## src/rtl/regfile_dump_reader_pkg.sv

```systemverilog
// Shared definitions for the register-file dump engine and neighbouring datapath blocks.
package regfile_dump_reader_pkg;

  typedef enum logic [1:0] {
    S_IDLE = 2'd0,
    S_WAIT = 2'd1,
    S_HOLD = 2'd2,
    S_DONE = 2'd3
  } dump_state_t;

  // X31 reads as zero, so the default walk stops just below it.
  localparam logic [4:0] XZR_IDX = 5'b11111;

endpackage

```

## src/rtl/regfile_dump_reader_if.sv

```systemverilog
// Read-port and readout-stream bundle between the dump engine and its neighbours.
interface regfile_dump_reader_if #(
  parameter int unsigned DATA_WIDTH = 64,
  parameter int unsigned ADDR_WIDTH = 5
);
  logic [ADDR_WIDTH-1:0] RA;
  logic [DATA_WIDTH-1:0] BusA;
  logic [DATA_WIDTH-1:0] OutData;
  logic [ADDR_WIDTH-1:0] OutAddr;
  logic                  OutValid;
  logic                  OutReady;

  modport master (
    output RA, OutData, OutAddr, OutValid,
    input  BusA, OutReady
  );

  modport slave (
    input  RA, OutData, OutAddr, OutValid,
    output BusA, OutReady
  );
endinterface

```

## src/rtl/regfile_dump_reader.sv

```systemverilog
// Walks the register file X0..LAST_REG through a borrowed read port and streams each
// value with its index over a valid/ready handshake.
module regfile_dump_reader
  import regfile_dump_reader_pkg::*;
#(
  parameter int unsigned DATA_WIDTH = 64,
  parameter int unsigned ADDR_WIDTH = 5,
  parameter int unsigned LAST_REG   = int'(XZR_IDX) - 1,
  parameter int unsigned READ_WAIT  = 1
) (
  input  logic Clk,
  input  logic Reset_n,
  input  logic Start,
  input  logic Abort,
  output logic Busy,
  output logic Done,
  regfile_dump_reader_if.master rf
);

  localparam logic [ADDR_WIDTH-1:0] LAST_IDX = ADDR_WIDTH'(LAST_REG);
  localparam logic [3:0]            WAIT_CNT = 4'(READ_WAIT);

  dump_state_t           state_q, state_d;
  logic [ADDR_WIDTH-1:0] idx_q, idx_d;
  logic [3:0]            cnt_q, cnt_d;
  logic [DATA_WIDTH-1:0] data_q, data_d;
  logic [ADDR_WIDTH-1:0] addr_q, addr_d;
  logic                  valid_q, valid_d;

  always_ff @(posedge Clk or negedge Reset_n) begin
    if (!Reset_n) begin
      state_q <= S_IDLE;
      idx_q   <= '0;
      cnt_q   <= '0;
      data_q  <= '0;
      addr_q  <= '0;
      valid_q <= 1'b0;
    end else begin
      state_q <= state_d;
      idx_q   <= idx_d;
      cnt_q   <= cnt_d;
      data_q  <= data_d;
      addr_q  <= addr_d;
      valid_q <= valid_d;
    end
  end

  always_comb begin
    state_d = state_q;
    idx_d   = idx_q;
    cnt_d   = cnt_q;
    data_d  = data_q;
    addr_d  = addr_q;
    valid_d = valid_q;

    // Abort outranks everything, including a handshake landing on the same edge.
    if (state_q != S_IDLE && Abort) begin
      state_d = S_IDLE;
      valid_d = 1'b0;
    end else begin
      unique case (state_q)
        S_IDLE: begin
          if (Start && !Abort) begin
            state_d = S_WAIT;
            idx_d   = '0;
            cnt_d   = '0;
          end
        end
        S_WAIT: begin
          if (cnt_q == WAIT_CNT) begin
            data_d  = rf.BusA;
            addr_d  = idx_q;
            valid_d = 1'b1;
            state_d = S_HOLD;
          end else begin
            cnt_d = cnt_q + 4'd1;
          end
        end
        S_HOLD: begin
          if (valid_q && rf.OutReady) begin
            valid_d = 1'b0;
            if (idx_q == LAST_IDX) begin
              state_d = S_DONE;
            end else begin
              idx_d   = idx_q + 1'b1;
              cnt_d   = '0;
              state_d = S_WAIT;
            end
          end
        end
        S_DONE:  state_d = S_IDLE;
        default: state_d = S_IDLE;
      endcase
    end
  end

  assign rf.RA       = (state_q == S_IDLE) ? '0 : idx_q;
  assign rf.OutData  = data_q;
  assign rf.OutAddr  = addr_q;
  assign rf.OutValid = valid_q;
  assign Busy        = (state_q != S_IDLE);
  assign Done        = (state_q == S_DONE);

endmodule

```

## src/flat_wrapper.sv

```systemverilog
// flat-port wrapper written by rule: the top's interface ports become plain ports
module regfile_dump_reader_flat import regfile_dump_reader_pkg::*;
#(
  parameter int unsigned DATA_WIDTH = 64,
  parameter int unsigned ADDR_WIDTH = 5,
  parameter int unsigned LAST_REG   = int'(XZR_IDX) - 1,
  parameter int unsigned READ_WAIT  = 1
)
  (Clk, Reset_n, Start, Abort, Busy, Done, rf_RA, rf_OutData, rf_OutAddr, rf_OutValid, rf_BusA, rf_OutReady);
  regfile_dump_reader_if #(.DATA_WIDTH(DATA_WIDTH), .ADDR_WIDTH(ADDR_WIDTH)) rf_i ();
  input  logic Clk;
  input  logic Reset_n;
  input  logic Start;
  input  logic Abort;
  output logic Busy;
  output logic Done;
  output wire logic [$bits(rf_i.RA)-1:0] rf_RA;
  output wire logic [$bits(rf_i.OutData)-1:0] rf_OutData;
  output wire logic [$bits(rf_i.OutAddr)-1:0] rf_OutAddr;
  output wire logic [$bits(rf_i.OutValid)-1:0] rf_OutValid;
  input wire logic [$bits(rf_i.BusA)-1:0] rf_BusA;
  input wire logic [$bits(rf_i.OutReady)-1:0] rf_OutReady;
  assign rf_RA = rf_i.RA;
  assign rf_OutData = rf_i.OutData;
  assign rf_OutAddr = rf_i.OutAddr;
  assign rf_OutValid = rf_i.OutValid;
  assign rf_i.BusA = rf_BusA;
  assign rf_i.OutReady = rf_OutReady;
  regfile_dump_reader #(.DATA_WIDTH(DATA_WIDTH), .ADDR_WIDTH(ADDR_WIDTH), .LAST_REG(LAST_REG), .READ_WAIT(READ_WAIT)) u_core (.Clk(Clk), .Reset_n(Reset_n), .Start(Start), .Abort(Abort), .Busy(Busy), .Done(Done), .rf(rf_i));
endmodule
```

## config.mk

```make
export PLATFORM = sky130hd
export DESIGN_NAME = regfile_dump_reader_flat
export DESIGN_NICKNAME = d
export VERILOG_FILES = /design/src/rtl/regfile_dump_reader_pkg.sv /design/src/rtl/regfile_dump_reader_if.sv /design/src/rtl/regfile_dump_reader.sv /design/src/flat_wrapper.sv
export SDC_FILE = /design/constraint.sdc
export NUM_CORES = 1
export LEC_CHECK = 0
export ABC_AREA = 1
export BUFFER_PORTS_ARGS = -buffer_cell sky130_fd_sc_hd__buf_2
export CORE_MARGIN = 4
export CORE_UTILIZATION = 30
export DETAILED_ROUTE_END_ITERATION = 6
export PLACE_DENSITY = 0.61
export SLEW_MARGIN = 20
export SYNTH_ARGS = -nofsm -noshare
export SYNTH_HDL_FRONTEND = slang
export SYNTH_SLANG_ARGS = --single-unit
export TNS_END_PERCENT = 30
```

## constraint.sdc

```tcl
create_clock -name Clk -period 2.4 [get_ports Clk]
set_input_delay 0.12 -clock Clk [delete_from_list [all_inputs] [get_ports Clk]]
set_output_delay 0.12 -clock Clk [all_outputs]
set_load 0.02 [all_outputs]
```

Yosys cells after proc, flatten, opt, wreduce, memory -nomap -nowiden. Index checks and enable logic that the tools add are counted.

Mux-type cells: 20. Reduce and logical (&&, ||, !) cells: 14. Bitwise gates (word level): 1. Magnitude comparators: 0. Divide/modulo/power cells: 0. Eq/ne operators: 12. Add/subtract/negate cells: 2. Shift operators: 0. Multipliers: 0.

Operators with widths (count): 2-to-1 mux 5 bit (4); 2-to-1 mux 4 bit (4); case mux 4 bit (3 select lines) (1); 2-to-1 mux 2 bit (5); case mux 5 bit (2 select lines) (1); != test 3 x 1 -> 1 bit (second input constant) (3); AND reduction 3 bit (3); case mux 2 bit (4 select lines) (1); AND reduction 6 bit (1); nonzero test 3 bit (2); adder 5 x 1 -> 5 bit (second input constant) (1); equality test 5 bit (second input constant) (1); AND reduction 5 bit (1); adder 4 x 1 -> 4 bit (second input constant) (1); equality test 2 bit (second input constant) (2); equality test 4 x 1 -> 1 bit (second input constant) (1); != test 2 x 1 -> 1 bit (second input constant) (2); != test 2 bit (second input constant) (2); nonzero test 2 bit (2); logical AND 1 bit (3); 2-to-1 mux 1 bit (3); equality test 2 x 1 -> 1 bit (second input constant) (1); logical NOT 2 bit (1); case mux 1 bit (2 select lines) (1); other kinds (2) (2).

Input port bits: 69. ROM bits: 0. Latch bits: 0. Memories: 0. Logic and storage cells: 55. Bits in writable memories: 0. Bits in registers: 81.

Longest topological paths before layout.
Depth after elaboration: 5. Gate-level depth with buffers: 10. Gate-level depth less buffers: 10.

Worst setup path before layout. OpenSTA, ideal clock, no wires.

Kind: reg-to-reg. Start point: register u_core.state_q[0]. End point: register u_core.addr_q[4] (netlist: u_core.rf.OutAddr[4]). Stages on the path, launching flop included: 10. Data arrival time: 1.472 ns. Slack: 0.808 ns. Period minus slack after synthesis: 1.592 ns. Path through: dfrtp_1 > inv_1 > ha_1 > inv_2 > nand2_4 > nand4_4 > buf_6 > buf_6 > nand2_1 > o21ai_2.

Cells in the longest elaborated chain, start to end: 4. Elaborated cells on any way between the ends: 5.

RTL lines: start: declaration (line regfile_dump_reader.sv:23) `dump_state_t state_q, state_d;`; start signal: assignment (line regfile_dump_reader.sv:39) `state_q <= state_d;`; nonzero test 2 bit; named net Busy (line flat_wrapper.sv:15) `output logic Busy;`; logical AND 1 bit (line regfile_dump_reader.sv:57) `if (state_q != S_IDLE && Abort) begin`; inverter 1 bit (no source line); AND reduction 3 bit (no source line); end signal: assignment (line regfile_dump_reader.sv:43) `addr_q <= addr_d;`; end: declaration (line regfile_dump_reader.sv:27) `logic [ADDR_WIDTH-1:0] addr_q, addr_d;`.

The timed path passes the listed nets, and every way through them passes these cells. A chain may end at the register's enable or synchronous reset.

Final worst setup path.
Start point: register u_core.state_q[0]. End point: register u_core.data_q[21] (netlist: u_core.rf.OutData[21]).

Cells in the longest elaborated chain, start to end: 4. Elaborated cells on any way between the ends: 5.

RTL lines: nonzero test 2 bit (line regfile_dump_reader.sv:57); logical AND 1 bit (line regfile_dump_reader.sv:57); inverter 1 bit (no source line); AND reduction 3 bit (no source line) (*); end signal: assignment (line regfile_dump_reader.sv:42) `data_q <= data_d;`; end: declaration (line regfile_dump_reader.sv:26) `logic [DATA_WIDTH-1:0] data_q, data_d;`.

Every way passes the cells marked *; elsewhere a longest branch is shown, timed or not.

==> reports/summary.txt <==
Status: completed
CP max stage cell: dfrtp_1
CP Max Fanout: 68
Post-DP HPWL: 6.76 mm
Crit-path max cell delay: 0.41 ns
Synth Warn #: 0
Met3 GRT Util: 3.22%
Router iterations before antenna repair: 4
Die Ht: 121 µm
Post-synthesis register bit count: 81
Post-Route Skew: 0.00714 ns
# nets final: 643
Post-CTS sizing: 0
First-pass GRT wire length: 14.6 mm
CTS tree: yes
RSZ-0062 raised after global routing: false
Clock transition at the registers of the reported paths: 0.06 ns
Fin. max-slew vios: 0
Mean post-synth cell area: 9.18 µm²
Leak pwr: 2.91 nW
Setup_tns: 0 ns
Seq/Total Area, Yosys: 52.6%
GRT busiest layer: met2
Share of cells above drive strength 1: 39.9%
Maximum clock frequency: 538 MHz
Crit. End Element: register
Met1 Usage GRT: 15.6%
Worst hold path type: in2reg
Netlist cell types: 18
DP Area: 4710 µm²
Later-pin clock latency in the skew report: 0.33 ns
GR Util met2: 19.9%
Worst-path cell chain: inv_1, ha_1, inv_2, nand2_4, nand4_4, buf_12, nand2_1, o21ai_2
H-tree depth: 3
PwrDens: 1290 nW/µm²
Switching power: 2.64 mW
Die W: 121 µm
Max-cap violation count: 0
Core ar.: 12,600 µm²
ANT cells: 0
Period minus WS final: 1.86 ns
Hold Path Stages: 3
Post-Syn Nets: 497
Worst-Margin Slew: 0.466 ns
Internal: 3.91 mW
DR WL/cell: 12.1 µm
Clock group share of total power: 24.2%
CTS Buf Count: 9
R2R cell count: 8
Peak VDD IR: 0.514 mV
Vias: 3,107
Port Buf Inserts: 145
Root Buffer: clkbuf_16
Tcrit/Tclk final: 77.4%
Starting Density: 30.5%
Synth Cell Area: 3850 µm²
Fin. Hold Viols: 0
GRT Util Overall: 12.4%
Gate Count Post-Synth: 420
Clock Tree Buf Depth: 2
Pin count of the biggest net entering global routing: 69
Gate power share: 42.0%
Final RePlAce weighted congestion: 0.879
Drt via density: 4.18
Endpoints failing setup: 0
Reg power frac: 33.8%
Post-route cell area: 5060 µm²
I/O pins: 146
Total gr overflow: 0
Sw Ratio: 40.3%
Worst endpoint required time: 2.61 ns
Slew headroom: 69.0%
Die area: 14,700 µm²
Final ANT Viol Nets: 0
Critical path type: reg2reg
Startpoint type of the worst setup path: register
Antenna violations before repair: 0
Drc violations: 0
Syn-to-layout area delta: 31.3%
Final wirelength: 8.95 mm
Vias in the first global route: 3,055
# rows: 41
Worst Path Arrival: 2.07 ns
CTS sink cnt: 81
First DRT Iteration DRCs: 177
[cell usage after synthesis]
cell type,instances,area (µm²)
nand2_1,115,432
dfrtp_1,81,2030
inv_1,81,304
o21ai_2,60,526
nor2_1,21,78.8
nand3_1,18,90.1
buf_6,14,158
o21ai_0,10,50.1
ha_1,8,100
nand4_1,2,12.5
o21ai_1,2,10.0
xnor2_1,2,17.5
a21oi_1,1,5.00
buf_2,1,5.00
clkbuf_1,1,3.75
inv_2,1,3.75
nand2_4,1,11.3
nand4_4,1,21.3
[logic make-up after synthesis]
| group | synth area share (%) |
|---|---|
| AOI/OAI and AO/OA | 15.3 |
| and+or+nand+nor | 16.7 |
| DFF | 52.6 |
| buffers and inverters | 12.3 |
| xor gates and xnor gates | 0.454 |
| adders and majority gates | 2.60 |
[placed cells by master, fill, tap and decap left out, types with 2 or more instances in the layout]
| cell | n |
|---|---|
| buf_12 | 3 |
| buf_2 | 144 |
| buf_4 | 3 |
| bufinv_16 | 3 |
| clkbuf_16 | 9 |
| dfrtp_1 | 81 |
| ha_1 | 8 |
| inv_1 | 81 |
| nand2_1 | 115 |
| nand3_1 | 18 |
| nand4_1 | 2 |
| nor2_1 | 21 |
| o21ai_0 | 10 |
| o21ai_1 | 2 |
| o21ai_2 | 60 |
| xnor2_1 | 2 |
[layout make-up]
class | count | area (µm²)
clock buffer | 11 | 243
clock inverter | 5 | 103
fill | 1289 | 7560
inverter | 82 | 308
multi-input combinational | 241 | 1350
sequential | 81 | 2030
tap | 172 | 215
timing repair buffer | 151 | 813
[registers in the layout (all words and copies together) (netlist names)]
register	cells
u_core.cnt_q	4
u_core.rf.OutData	64
u_core.rf.OutAddr	5
u_core.state_q	2
u_core.idx_q	5
u_core.rf.OutValid	1
[path summary, 6_finish.rpt]
kind	startpoint	endpoint	slack [ns]
setup reg to reg	u_core.state_q[0]	u_core.rf.OutData[21]	0.54
max in group asynchronous	Reset_n	u_core.rf.OutData[0]	1.49
hold reg to reg	u_core.rf.OutData[39]	u_core.rf.OutData[39]	0.47
min in group asynchronous	Reset_n	u_core.rf.OutData[27]	0.28
hold / removal	rf_BusA[9]	u_core.rf.OutData[9]	0.02
setup / recovery	u_core.state_q[0]	u_core.rf.OutData[21]	0.54
[repair_timing]
item | in CTS | in global routing
setup buffers | 0 | 0
endpoints found under the setup margin | 0 | 0
endpoints found under the hold margin | 33 | 0
hold buffers | 1 | 0
[layer usage]
metal | routed length, µm | up-vias
li1 | - | 1572
met1 | 3910 | 1411
met2 | 4190 | 109
met3 | 658 | 15
met4 | 187 | 0
met5 | 0 | -
[through the flow]
step / worst slack (ns) / cells / hold WS (ns) / total power [mW] / utilization, %
final: 0.542 / 743 / 0.0210 / 6.55 / 40.1
after CTS: 0.536 / 743 / 0.00915 / 6.64 / 40.1
after detailed placement: 0.546 / 726 / 0.108 / 5.02 / 37.3
after floorplan: 0.808 / 420 / -0.176 / 4.14 / -
after global routing: 0.384 / 743 / 0.0133 / 7.02 / 40.1
after global placement: 0.627 / 726 / 0.102 / 4.94 / 37.3
[power by group through the flow]
stage	sequential (mW)	combinational [mW]	clock (mW)
after floorplan	2.83	1.31	0
after global routing	2.28	3.04	1.70
final	2.21	2.75	1.58
after detailed placement	2.24	2.79	0
after global placement	2.21	2.73	0
after CTS	2.22	2.80	1.63
[critical path, delay by kind of cell, from the launching register on]
kind            cells  cell delay, ns
compound gates      1            0.05
fa+ha+maj           1            0.31
buf+inv             3            0.51
flops               1            0.41
simple gates        3            0.40
Note: power is estimated with default switching activity, not from simulation.
